## config.mk

```make
export PLATFORM = sky130hd
export DESIGN_NAME = sign_narrow
export DESIGN_NICKNAME = d
export VERILOG_FILES = /design/src/rtl/sign_pkg.sv /design/src/rtl/sign_narrow_core.sv /design/src/rtl/sign_narrow.sv
export SDC_FILE = /design/constraint.sdc
export NUM_CORES = 1
export LEC_CHECK = 0
export CAP_MARGIN = 20
export CORE_MARGIN = 1.5
export CORE_UTILIZATION = 49
export DETAILED_ROUTE_END_ITERATION = 10
export PLACE_DENSITY = 0.82
export SLEW_MARGIN = 20
export SYNTH_ARGS = -nofsm -noshare
export SYNTH_HDL_FRONTEND = slang
export SYNTH_SLANG_ARGS = --single-unit
```

## constraint.sdc

```tcl
create_clock -name clk -period 3.4 [get_ports clk]
set_input_delay 0.68 -clock clk [delete_from_list [all_inputs] [get_ports clk]]
set_output_delay 0.68 -clock clk [all_outputs]
set_load 0.02 [all_outputs]
```

## src/rtl/sign_pkg.sv

```systemverilog
// Shared types for the sign narrowing block: FIFO occupancy encoding and overflow counter sizing.
package sign_pkg;

  typedef enum logic [1:0] {
    ST_EMPTY = 2'd0,
    ST_ONE   = 2'd1,
    ST_FULL  = 2'd2
  } occ_t;

  localparam int CNT_W = 8;
  localparam logic [CNT_W-1:0] CNT_MAX = '1;

endpackage

```

## src/rtl/sign_narrow_core.sv

```systemverilog
// Combinational signed narrowing IN_W -> OUT_W with overflow flag; saturates (SAT=1) or wraps (SAT=0).
module sign_narrow_core #(
  parameter int IN_W  = 8,
  parameter int OUT_W = 2,
  parameter int SAT   = 1
) (
  input  logic [IN_W-1:0]  in_data,
  output logic [OUT_W-1:0] out_data,
  output logic             ovf
);

  // Every bit from the sign down to the new sign position must agree for the value to fit.
  logic [IN_W-OUT_W:0] top_bits;
  assign top_bits = in_data[IN_W-1:OUT_W-1];
  assign ovf      = !((&top_bits) || !(|top_bits));

  always_comb begin
    out_data = in_data[OUT_W-1:0];
    if (ovf && (SAT != 0)) begin
      out_data = {in_data[IN_W-1], {(OUT_W-1){~in_data[IN_W-1]}}};
    end
  end

endmodule

```

## src/rtl/sign_narrow.sv

```systemverilog
// Narrows accepted beats into a 2-entry FIFO; 1-cycle accept-to-valid latency when empty.
// in_ready is registered and drops only when both entries are occupied.
module sign_narrow
  import sign_pkg::*;
#(
  parameter int IN_W  = 8,
  parameter int OUT_W = 2,
  parameter int SAT   = 1
) (
  input  logic             clk,
  input  logic             rst_n,
  input  logic [IN_W-1:0]  in_data,
  input  logic             in_valid,
  output logic             in_ready,
  output logic [OUT_W-1:0] out_data,
  output logic             out_ovf,
  output logic             out_valid,
  input  logic             out_ready,
  input  logic             ovf_clr,
  output logic [CNT_W-1:0] ovf_cnt
);

  logic [OUT_W-1:0] nar_data;
  logic             nar_ovf;
  logic [OUT_W:0]   nar_ent;
  logic [OUT_W:0]   slot0;
  logic [OUT_W:0]   slot1;
  logic             push;
  logic             pop;
  occ_t             state;
  occ_t             state_nxt;

  sign_narrow_core #(
    .IN_W  (IN_W),
    .OUT_W (OUT_W),
    .SAT   (SAT)
  ) u_core (
    .in_data  (in_data),
    .out_data (nar_data),
    .ovf      (nar_ovf)
  );

  assign nar_ent   = {nar_data, nar_ovf};
  assign out_valid = (state != ST_EMPTY);
  assign push      = in_valid && in_ready;
  assign pop       = out_valid && out_ready;
  assign out_data  = slot0[OUT_W:1];
  assign out_ovf   = slot0[0];

  always_comb begin
    state_nxt = state;
    case (state)
      ST_EMPTY: if (push) state_nxt = ST_ONE;
      ST_ONE: begin
        if (push && !pop)      state_nxt = ST_FULL;
        else if (!push && pop) state_nxt = ST_EMPTY;
      end
      ST_FULL:  if (pop) state_nxt = ST_ONE;
      default:  state_nxt = ST_EMPTY;
    endcase
  end

  always_ff @(posedge clk or negedge rst_n) begin
    if (!rst_n) begin
      state    <= ST_EMPTY;
      in_ready <= 1'b0;
    end else begin
      state    <= state_nxt;
      in_ready <= (state_nxt != ST_FULL);
    end
  end

  // slot0 always holds the oldest entry, so the output needs no read mux.
  always_ff @(posedge clk or negedge rst_n) begin
    if (!rst_n) begin
      slot0 <= '0;
      slot1 <= '0;
    end else begin
      case (state)
        ST_EMPTY: if (push) slot0 <= nar_ent;
        ST_ONE: begin
          if (push && pop) slot0 <= nar_ent;
          else if (push)   slot1 <= nar_ent;
        end
        ST_FULL:  if (pop) slot0 <= slot1;
        default: ;
      endcase
    end
  end

  always_ff @(posedge clk or negedge rst_n) begin
    if (!rst_n) begin
      ovf_cnt <= '0;
    end else if (ovf_clr) begin
      ovf_cnt <= (push && nar_ovf) ? CNT_W'(1) : '0;
    end else if (push && nar_ovf && (ovf_cnt != CNT_MAX)) begin
      ovf_cnt <= ovf_cnt + CNT_W'(1);
    end
  end

endmodule
```

**After elaboration in Yosys (flattened, before gate mapping)**

Cells that the tools add are included.

- Register bits after elaboration: 17

- Add/subtract/negate cells: 1
- Bitwise logic cells: 2
- Multiplexer cells: 13
- Equality and inequality tests: 7
- Reduce and logical (&&, ||, !) cells: 20

Operator list:

| cell | count |
|---|---|
| 2-to-1 mux 8 bit | 2 |
| 2-to-1 mux 2 bit | 5 |
| 2-to-1 mux 3 bit | 3 |
| one-hot mux 3 bit (3 select lines) | 1 |
| adder 8 x 1 -> 8 bit, second input constant | 1 |
| inequality test 2 bit, second input constant | 4 |
| inequality test 8 bit, second input constant | 1 |
| logical AND 1 bit | 7 |
| AND reduction 7 bit | 1 |
| OR reduction 7 bit | 1 |
| one-hot mux 2 bit (3 select lines) | 1 |
| logical NOT 1 bit | 4 |
| AND reduction 4 bit | 1 |
| nonzero test 2 bit | 2 |
| AND reduction 3 bit | 1 |
| nonzero test 3 bit | 1 |
| equality test 2 x 1 -> 1 bit, second input constant | 1 |
| equality test 2 bit, second input constant | 1 |
| logical NOT 2 bit | 1 |
| inverter 1 bit | 2 |
| logical OR 1 bit | 1 |
| 2-to-1 mux 1 bit | 1 |

**Logic depth before layout (Yosys ltp)**

Gate-level depths: netlist of the first run.

- Depth in word-level cells: 8
- Depth in mapped cells: 6
- Depth with buffers taken out: 6

**Modules after synthesis**

From an unflattened synthesis of the first run, not the netlist that was laid out.

- Cell total of the unflattened synthesis: 93
- Area, all modules: 1028.5 µm²

By module, submodules not included:

| module | area an instance (µm²) | instances | seq. area each (µm²) | cells each |
|---|---|---|---|---|
| sign_narrow | 967.2 | 1 | 425.4 | 84 |
| sign_narrow_core | 61.3 | 1 | 0.0 | 9 |

**Worst setup path after synthesis of the first run**

OpenSTA, ideal clock, no wires.

- Kind: reg2reg
- Start point: reg ovf_cnt[0]
- End point: reg ovf_cnt[7]
- Arrival: 2025 ps
- Library setup time: 78 ps
- Cell stages (with the launch flop): 7
- Slack: 1297 ps
- Data required time: 3322 ps
- Cells stage by stage: dfrtp_1 ha_1 nand3_2 nor3_2 or4_4 or4_1 a21oi_1

- Longest elaborated chain between the ends: 3

Ends and longest elaborated chain:

| element | RTL line | RTL |
|---|---|---|
| from (decl) | sign_narrow.sv:20 | `output logic [CNT_W-1:0] ovf_cnt` |
| from (signal assigned) | sign_narrow.sv:95 | `ovf_cnt <= (push && nar_ovf) ? CNT_W'(1) : '0;` |
| from (signal assigned) | sign_narrow.sv:97 | `ovf_cnt <= ovf_cnt + CNT_W'(1);` |
| adder 8 x 1 -> 8 bit / inequality test 8 bit (equally long branches) | sign_narrow.sv:97, sign_narrow.sv:96 |  |
| 2-to-1 mux 8 bit / logical AND 1 bit (equally long branches) | sign_narrow.sv:96 | `end else if (push && nar_ovf && (ovf_cnt != CNT_MAX)) begin` |
| 2-to-1 mux 8 bit / nonzero test 2 bit (equally long branches) | -- |  |

Several ways; a longest one is shown, not always the timed one. The select of a mux whose other input is x is not followed.
A chain may end at the register's enable or synchronous reset.

**Worst setup path in the final report of the first run**

- Start point: reg state[1]
- End point: out out_valid

- Longest elaborated chain between the ends: 1

Ends and longest elaborated chain:

| element | RTL line | RTL |
|---|---|---|
| from (decl) | sign_narrow.sv:30 | `occ_t state;` |
| from (signal assigned) | sign_narrow.sv:68 | `state <= state_nxt;` |
| nonzero test 2 bit | sign_narrow.sv:44 | `assign out_valid = (state != ST_EMPTY);` |
| to (decl) | sign_narrow.sv:17 | `output logic out_valid,` |

Every way passes these cells.

==> flow_metrics.tcl, run 1 <==
set metrics [dict create \
    ios 26 \
    ir_drop_mv 0.4028 \
    fin_crit_ps 2266 \
    dr.pass1.iters 4 \
    num-nets-final 140 \
    yosys.area.top_type "dfrtp_1" \
    core_region_area_sq_um 1727 \
    cts_max_level 1 \
    dp.cells 146 \
    async_flop_share_pct 100.0 \
    synth_area_sq_um 893.4 \
    status "complete, no violations" \
    synth_top_family_by_area "simple AND/OR/NAND/NOR gates" \
    p_leak_nw 0.4587 \
    yosysSeqAreaShare_pct 47.62 \
    synth-xor-area-share_pct 0 \
    layout.cells.most_common "clkdlybuf4s50_1" \
    die_area_sq_um 2088 \
    drive_above_1_share_pct 7.200 \
    start_util_pct 51.74 \
    netlist-cell-type-count 33 \
    cts_setup_buffers 0 \
    synth_edf_count 0 \
    tns_ps 0 \
    setup_viol 0 \
    synthAdderAreaFrac_pct 1.401 \
    layout_common_cells "clkdlybuf4s50_1, dfrtp_1, nand2_1" \
    path_max_fanout 8 \
    routedWlPerCell_um 13.15 \
    crit_arrival_ps 1590 \
    grt_max_degree 18 \
    dp_hpwl_um 1472 \
    p_per_area_nw_per_um2 502.4 \
    hold_ws_ps 520.2 \
    cts_buffers 3 \
    max_cap_violations 0 \
    ys_ff_latch 17 \
    regArea_sq_um 425.4 \
    fin_skew_ps 1.601 \
    final_cells 150 \
    grt_antenna_before_repair 0 \
    nFillCells 157 \
    synth_mux_area_share_pct 4.762 \
    synth_cells 97 \
    areaGrowthSynthToFinish_pct 34.03 \
    synth-compound-area-share_pct 19.75 \
    finalCritPeriodShare_pct 66.65 \
    hold_class "reg -> reg" \
    cts_tree "done" \
    synth_area_per_cell_sq_um 9.210 \
    first_global_vias 731 \
    worst_pin_slew_ps 780.3 \
    gp_congestion 0.7886 \
    vias_per_cell 5.573 \
    die_h_um 45.70 \
    ctsResizeCount 0 \
    cts_hold_buf 0 \
    hold_viol_final 0 \
    wirelength_um 1972 \
    cts_root_buf "clkbuf_4" \
    multi_input_area_sq_um 449.2 \
    num_vias 836 \
    clock_latency_ps 280 \
    num_rows 15 \
    crit_path_end_kind "output pin" \
    r2r_slack_ps 1280 \
    grt_pass1_wl_um 3077 \
    cts.sink_count 17 \
    synth.net_count 111 \
    synth-simple-area-share_pct 24.37 \
    drv_slew 0 \
    relSlewSlack_pct 47.82 \
    portBuffers 25 \
    startpoint_type "flip-flop" \
    synth.area.top_cells "dfrtp_1, nand2_1, a21oi_1, nor2_1, mux2_2" \
    die_w_um 45.70 \
    drc 0 \
    rsz0062_at_grt "no" \
    num_antenna_cells 0 \
    path_class "reg -> out" \
    cts_buffer_depth 2 \
    ant_nets 0 \
    fmax_mhz 441.3 \
    drt-initial-drc-count 13 \
    yosysWarnings 0 \
    ys_dominant_reg_cell "dfrtp_1" \
    cts.clk_slew.worst_paths_ps 90 \
    grtUsageTotal_pct 20.45 \
    yosys.area.top_type_share_pct 47.62 \
    grt-ovfl-total 0 \
    crit_required_ps 2720 \
]
[routing by layer]
| layer | GRT usage, % | wire length (um) |
|---|---|---|
| met1 | 30.69 | 926 |
| met2 | 29.86 | 948 |
| met3 | 2.381 | 97 |
| met4 | 8.571 | 0 |
| met5 | 0 | 0 |
[where the power goes]
group	switching (mW)	internal, mW
clock	0.0606	0.0455
combinational	0.110	0.106
sequential	0.0339	0.245
[cell families (layout without fill, tap and decap cells)]
group / Yosys count / count (layout)
flops: 17 / 17
mux: 4 / 4
compound gates: 28 / 28
fa+ha+maj: 1 / 1
simple gates: 42 / 42
buf+inv: 5 / 33
[cell usage after synthesis, types with 2 or more instances]
cell	instances
dfrtp_1	17
nand2_1	14
a21oi_1	10
nor2_1	8
inv_1	4
a31oi_1	3
nor3_1	3
o21ai_0	3
o31ai_1	3
or4_1	3
mux2_2	2
mux2i_1	2
nand2b_1	2
nand3_1	2
nor2b_1	2
o22ai_1	2
[per-stage QoR]
stage | instance area, sq um | utilization [%] | total power [mW] | setup slack, ps
finish | 1197 | 69.35 | 0.6015 | 1134
global route | 1197 | 69.35 | 0.6372 | 1079
CTS | 1197 | 69.35 | 0.6079 | 1125
detailed placement | 1171 | 67.83 | 0.5010 | 869.3
global placement | 1171 | 67.83 | 0.4932 | 902.3
floorplan | 893.4 | - | 0.4011 | 1297
[area by class of cell]
type	instances	area share, %
clock buffer	4	2.194
inverter	4	1.254
multi-input combinational	75	37.51
sequential	17	35.53
tap	25	2.612
timing repair buffer	25	20.90
[worst max-delay path, stage by stage (launching register included)]
cell and delay, ps:
dfrtp_1 460, or2_2 310, clkdlybuf4s50_1 530
[registers in the layout, indices dropped and copies added (netlist names)]
name      flops
state         2
ovf_cnt       8
slot0         3
slot1         3
in_ready      1
[worst paths after layout]
path | startpoint | endpoint | cells after the start
worst min-delay path | slot1[0] | slot1[0] | 1
max in group asynchronous | rst_n | slot1[1] | 1
min in group asynchronous | rst_n | ovf_cnt[6] | 1
worst min register to register | slot1[0] | slot1[0] | 1
worst max register to register | ovf_cnt[0] | ovf_cnt[7] | 6
worst max-delay path | state[1] | out_valid | 2
No activity file was read; power rests on OpenSTA's default activity.
==> run 2, diff against run 1 <==
CORE_UTILIZATION = 41   (was 49)
PLACE_DENSITY = 0.73   (was 0.82)
clock period = 1.8 ns   (was 3.4 ns; I/O delays follow)
==> run 2 against run 1 <==
Net effect:
- combinational power grew 110%
- the flow now finishes with violations (setup timing)
- clock power grew 97%
- sequential power grew 90%
- critical path type is now reg -> reg
- critical endpoint is now ovf_cnt[7]
- setup slack lost 1200 ps
- critical path depth grew 4
- count of clock-buffer cells in the layout is the same
- routed wire length grew 12%
- register-to-register slack lost 1300 ps
- global-route usage shrank 0.086 points
- die area grew 18%
- total power grew 100%
==> flow_metrics.tcl, run 2 (same netlist as run 1, synthesis figures left out) <==
set metrics [dict create \
    num_rows 16 \
    rr_worst_depth 6 \
    reg2reg_from "ovf_cnt[1]" \
    grt_max_degree 18 \
    cts_buffer_depth 2 \
    fin_skew_ps 5.142 \
    grt_antenna_before_repair 0 \
    p_per_area_nw_per_um2 893.6 \
    dr.pass1.iters 5 \
    hold_viol_final 0 \
    r2r_slack_ps -20 \
    ant_nets 0 \
    grt.met3_usage_pct 3.030 \
    areaGrowthSynthToFinish_pct 50.56 \
    hold_class "in -> async" \
    dp.cells 160 \
    clock_latency_ps 290 \
    reg.largest.list "ovf_cnt: 8 flops, slot0: 3 flops, slot1: 3 flops" \
    rsz0062_at_grt "yes" \
    drv_slew 0 \
    layout_common_cells "clkdlybuf4s50_1, nand2_1, dfrtp_1, buf_4, a21oi_1" \
    die_h_um 49.68 \
    first_global_vias 846 \
    max_cap_violations 0 \
    drt-initial-drc-count 16 \
    status "complete, but fails checks" \
    die_w_um 49.68 \
    setup_viol 1 \
    ios 26 \
    path_max_fanout 4 \
    top_register "ovf_cnt" \
    p_leak_nw 0.5717 \
    crit_required_ps 2030 \
    grt_pass1_wl_um 3781 \
    finalCritPeriodShare_pct 101.0 \
    worst_pin_slew_ps 629.6 \
    layout.cells.most_common "clkdlybuf4s50_1" \
    portBuffers 25 \
    grt_use_met1_pct 27.04 \
    crit_arrival_ps 2050 \
    cts_hold_buf 0 \
    cts.clk_slew.worst_paths_ps 100 \
    start_util_pct 44.63 \
    cts_tree "done" \
    relSlewSlack_pct 57.84 \
    drive_above_1_share_pct 20.86 \
    grt-ovfl-total 0 \
    wirelength_um 2201 \
    grtUsageTotal_pct 20.36 \
    dp_hpwl_um 1680 \
    top_usage_layer "met2" \
    fmax_mhz 550.1 \
    cts_max_level 1 \
    routedWlPerCell_um 13.26 \
    drc 0 \
    num_vias 907 \
    cts.sink_count 17 \
    startpoint_type "flip-flop" \
    path_class "reg -> reg" \
    vias_per_cell 5.464 \
    final_util_pct 67.19 \
    crit_path_end_kind "flip-flop" \
    final_cells 166 \
    grtUsageMet2_pct 31.11 \
    largest_register_ffs 8 \
    failed_checks "setup timing" \
    num-nets-final 154 \
    r2r_end "ovf_cnt[7]" \
    fin_crit_ps 1818 \
    die_area_sq_um 2468 \
    cts_buffers 3 \
    core_region_area_sq_um 2002 \
    gp_congestion 0.7788 \
    cts_root_buf "clkbuf_4" \
    num_antenna_cells 0 \
    ir_drop_mv 0.5878 \
    layout_setup_ws_ps -17.97 \
]
==> run 2: worst max-delay path: stages (launching register included) <==
cell     delay (ps)
dfrtp_2         450
ha_4            180
nand3_4          90
nor3_4           40
or4_4           430
or4_4           430
a21oi_2         120
==> run 2: final cells by class <==
class,instances,area [sq um]
flip-flops and latches,17,429.2
well taps,27,33.78
fillers,176,656.9
clock buffers,4,26.28
repair buffers,39,357.8
multi-input cells,75,483.0
inverters,4,15.01
==> run 2: where the power goes <==
group	internal, mW	switching [mW]
Combinational	0.235	0.228
Clock	0.0863	0.123
Sequential	0.466	0.0646
Total	0.787	0.415
==> run 2: timing repair <==
| item | in CTS | in global routing |
|---|---|---|
| gates resized for setup | 2 | 6 |
| pin swaps | 2 | 5 |
| setup buffers | 1 | 1 |
| setup endpoints to repair | 3 | 5 |
==> run 2: stage by stage <==
stage / total power, mW / area, sq um / hold WS [ps] / worst slack, ps / setup TNS [ps]
after floorplan: 0.7704 / 922.1 / 64.41 / -17.02 / -17.02
after global placement: 0.9929 / 1292 / 493.2 / -230.6 / -1351
after detailed placement: 1.007 / 1292 / 509.7 / -265.3 / -1656
after CTS: 1.205 / 1324 / 375.6 / -33.32 / -33.32
after global routing: 1.279 / 1345 / 401.9 / -57.31 / -67.45
final: 1.202 / 1345 / 373.0 / -17.97 / -17.97
==> run 2: worst max path at each step <==
stage / start / end / slack [ps]
2_1_floorplan: ovf_cnt[0] / ovf_cnt[7] / -20
3_3_place_gp: in_valid / ovf_cnt[7] / -230
3_5_place_dp: in_valid / ovf_cnt[7] / -270
4_1_cts: ovf_cnt[1] / ovf_cnt[7] / -30
5_1_grt: ovf_cnt[1] / ovf_cnt[7] / -60
6_report: ovf_cnt[1] / ovf_cnt[7] / -20
==> run 2: layer usage <==
layer | share of wire (%) | vias up
li1 | - | 445
met1 | 44 | 424
met2 | 48 | 32
met3 | 5.3 | 6
met4 | 2.5 | 0
met5 | 0 | -
==> run 3, diff against run 2 <==
--- a/config.mk
+++ b/config.mk
@@ -9,5 +9,5 @@
 export CORE_MARGIN = 1.5
-export CORE_UTILIZATION = 41
+export CORE_UTILIZATION = 43
 export DETAILED_ROUTE_END_ITERATION = 10
-export PLACE_DENSITY = 0.73
+export PLACE_DENSITY = 0.74
 export SLEW_MARGIN = 20
@@ -15,2 +15,3 @@
 export SYNTH_HDL_FRONTEND = slang
+export SYNTH_HIERARCHICAL = 1
 export SYNTH_SLANG_ARGS = --single-unit
--- a/constraint.sdc
+++ b/constraint.sdc
@@ -3,2 +3,2 @@
 set_output_delay 0.36 -clock clk [all_outputs]
-set_load 0.02 [all_outputs]
+set_load 0.005 [all_outputs]
==> run 3 against run 2 <==
Net effect:
- the run now ends clean
- synthesized cell count fell by 4.1%
- hold slack improved by 9.1 ps
- clock skew fell by 3.9 ps
==> flow_metrics.tcl, run 3 <==
set metrics [dict create \
    grtUsageTotal_pct 18.84 \
    cpPeakStageDelay_ps 570 \
    place_worst_setup_slack_ps -561.0 \
    ys_dominant_reg_cell "dfrtp_1" \
    layout_common_cells "dfrtp_1, clkdlybuf4s50_1, buf_4" \
    yosys.area.top_type "dfrtp_1" \
    portBuffers 25 \
    nFillCells 193 \
    final_util_pct 64.48 \
    synth_top_family_by_area "simple AND/OR/NAND/NOR gates" \
    cts_root_buf "clkbuf_4" \
    startpoint_type "input port" \
    synth.net_count 107 \
    ys_ff_latch 17 \
    num_vias 863 \
    synth_area_per_cell_sq_um 11.06 \
    max_cap_violations 0 \
    wirelength_um 2220 \
    cts_buffer_depth 2 \
    reg2reg_from "ovf_cnt[0]" \
    ios 26 \
    status "complete, no violations" \
    die_area_sq_um 2694 \
    cp_cell_sequence "clkdlybuf4s15_1 -> or4_4 -> nor4_2 -> o2bb2ai_1 -> buf_4 -> buf_4 -> mux2_1" \
    crit_arrival_ps 1920 \
    layout_setup_ws_ps 60.40 \
    tns_ps 0 \
    num_antenna_cells 0 \
    synth_mux_area_share_pct 13.38 \
    path_delay_family "simple AND/OR/NAND/NOR gates" \
    dp_hpwl_um 1670 \
    synthAdderAreaFrac_pct 1.217 \
    grt_max_degree 18 \
    synthTopCellsByCount "dfrtp_1, mux2_1, nand2_1" \
    async_flop_share_pct 100.0 \
    crit_path_end_kind "flip-flop" \
    die_h_um 51.91 \
    setup_viol 0 \
    critPathLaunch "in_data[5]" \
    fin_crit_ps 1740 \
    areaGrowthSynthToFinish_pct 40.02 \
    top_register "ovf_cnt" \
    final_cells 155 \
    path_class "in -> reg" \
    largest_register_ffs 8 \
    die_w_um 51.91 \
    start_util_pct 46.05 \
    synth_area_sq_um 1028 \
    ir_drop_mv 0.6661 \
    cts.clk_slew.worst_paths_ps 100 \
    worst_pin_slew_ps 435.2 \
    first_global_vias 873 \
    cts_buffers 3 \
    rsz0062_at_grt "no" \
    cts_max_level 1 \
    grt_antenna_before_repair 0 \
    synth_most_common_cell "dfrtp_1" \
    cts_hold_buf 0 \
    p_per_area_nw_per_um2 853.1 \
    power_mw 1.229 \
    critPathBufInv 3 \
    p_leak_nw 0.5850 \
    ant_nets 0 \
    cts.sink_count 17 \
    yosysWarnings 6 \
    yosys.area.top_type_share_pct 41.36 \
    reg.largest.list "ovf_cnt: 8 flops, slot0: 3 flops, slot1: 3 flops" \
    synth-simple-area-share_pct 26.28 \
    grt_pass1_wl_um 3732 \
    routedWlPerCell_um 14.32 \
    num-nets-final 142 \
    path_max_fanout 2 \
    yosysSeqAreaShare_pct 41.36 \
    hold_viol_final 0 \
    netlist-cell-type-count 44 \
    num_rows 17 \
    drt-initial-drc-count 2 \
    drc 0 \
    synth.area.top_cells "dfrtp_1, mux2_1, mux2_2, nand2b_1, nor2b_1" \
    relSlewSlack_pct 70.90 \
    clock_latency_ps 290 \
    core_region_area_sq_um 2233 \
    synth_cells 93 \
    path_common_cell "buf_4" \
    crit_required_ps 1980 \
    hold_class "in -> async" \
    fin_skew_ps 1.239 \
    finalCritPeriodShare_pct 96.64 \
    synth-compound-area-share_pct 14.60 \
    dr.pass1.iters 3 \
    cts_tree "done" \
    synth-xor-area-share_pct 0.8516 \
    synth_edf_count 0 \
    drv_slew 0 \
    grt-ovfl-total 0 \
    crit_slowest_cell "or4_4" \
    dp.cells 149 \
    vias_per_cell 5.568 \
    gp_congestion 0.8670 \
    fmax_mhz 574.8 \
    drive_above_1_share_pct 27.56 \
]
==> run 3: cell count changes in the layout (fill, tap and decap cells not counted), sizes merged, moves of 4 or more <==
cell           change
nand2              -8
buf                -6
mux2               +9
a21oi              -6
nor2               -6
a211oi             +4
clkdlybuf4s50      -4
==> run 3: final timing paths <==
| path | depth (start not counted) | slack, ps | endpoint |
|---|---|---|---|
| max | 7 | 60 | slot1[1] |
| min | 2 | 380 | ovf_cnt[5] |
| max reg2reg | 4 | 280 | ovf_cnt[3] |
| min reg2reg | 1 | 500 | slot1[1] |
| max in group asynchronous | 2 | 1220 | ovf_cnt[3] |
| min in group clk | 1 | 500 | slot1[1] |
==> run 3: stage by stage <==
step	instance area, sq um	hold WS (ps)
floorplan	1056	64.41
global placement	1368	465.4
detailed placement	1368	473.1
CTS	1433	380.8
global route	1440	412.0
finish	1440	382.1
==> run 3: worst register-to-register path, cell delays in order, from the launching register on <==
cell      delay, ps
dfrtp_1         440
ha_1            230
and4_4          190
a211oi_2        240
mux2_4          320
==> run 3: final cells by class <==
cell class / instances / area [sq um] / area share [%]
flip-flops and latches: 17 / 425.4 / 29.54
inverters: 3 / 11.26 / 0.7819
repair buffers: 33 / 306.5 / 21.29
clock buffers: 4 / 26.28 / 1.825
well taps: 28 / 35.03 / 2.433
multi-input cells: 70 / 635.6 / 44.14
==> run 3: metal layers <==
metal | track usage [%] | routed length (um)
met2 | 32.07 | 1109
met5 | 0 | 0
met4 | 9.211 | 31
met3 | 3.448 | 56
met1 | 22.63 | 1022
==> run 3: logic make-up after synthesis <==
family / Yosys count
and+or+nand+nor: 38
AOI/OAI and AO/OA: 18
DFF: 17
muxes: 12
buffers and inverters: 6
xor gates and xnor gates: 1
adders and majority gates: 1
==> run 3: power by group <==
part | leakage, nW | total [mW] | switching [mW] | internal, mW
Sequential | 0.209 | 0.530 | 0.0627 | 0.468
Combinational | 0.361 | 0.493 | 0.195 | 0.297
Clock | 0.0150 | 0.205 | 0.119 | 0.0862
Total | 0.585 | 1.23 | 0.377 | 0.851
==> run 3: timing repair <==
item	CTS	global route
endpoints found under the setup margin	10	4
buffers inserted	2	0
pin swaps	4	2
resized for setup	15	2
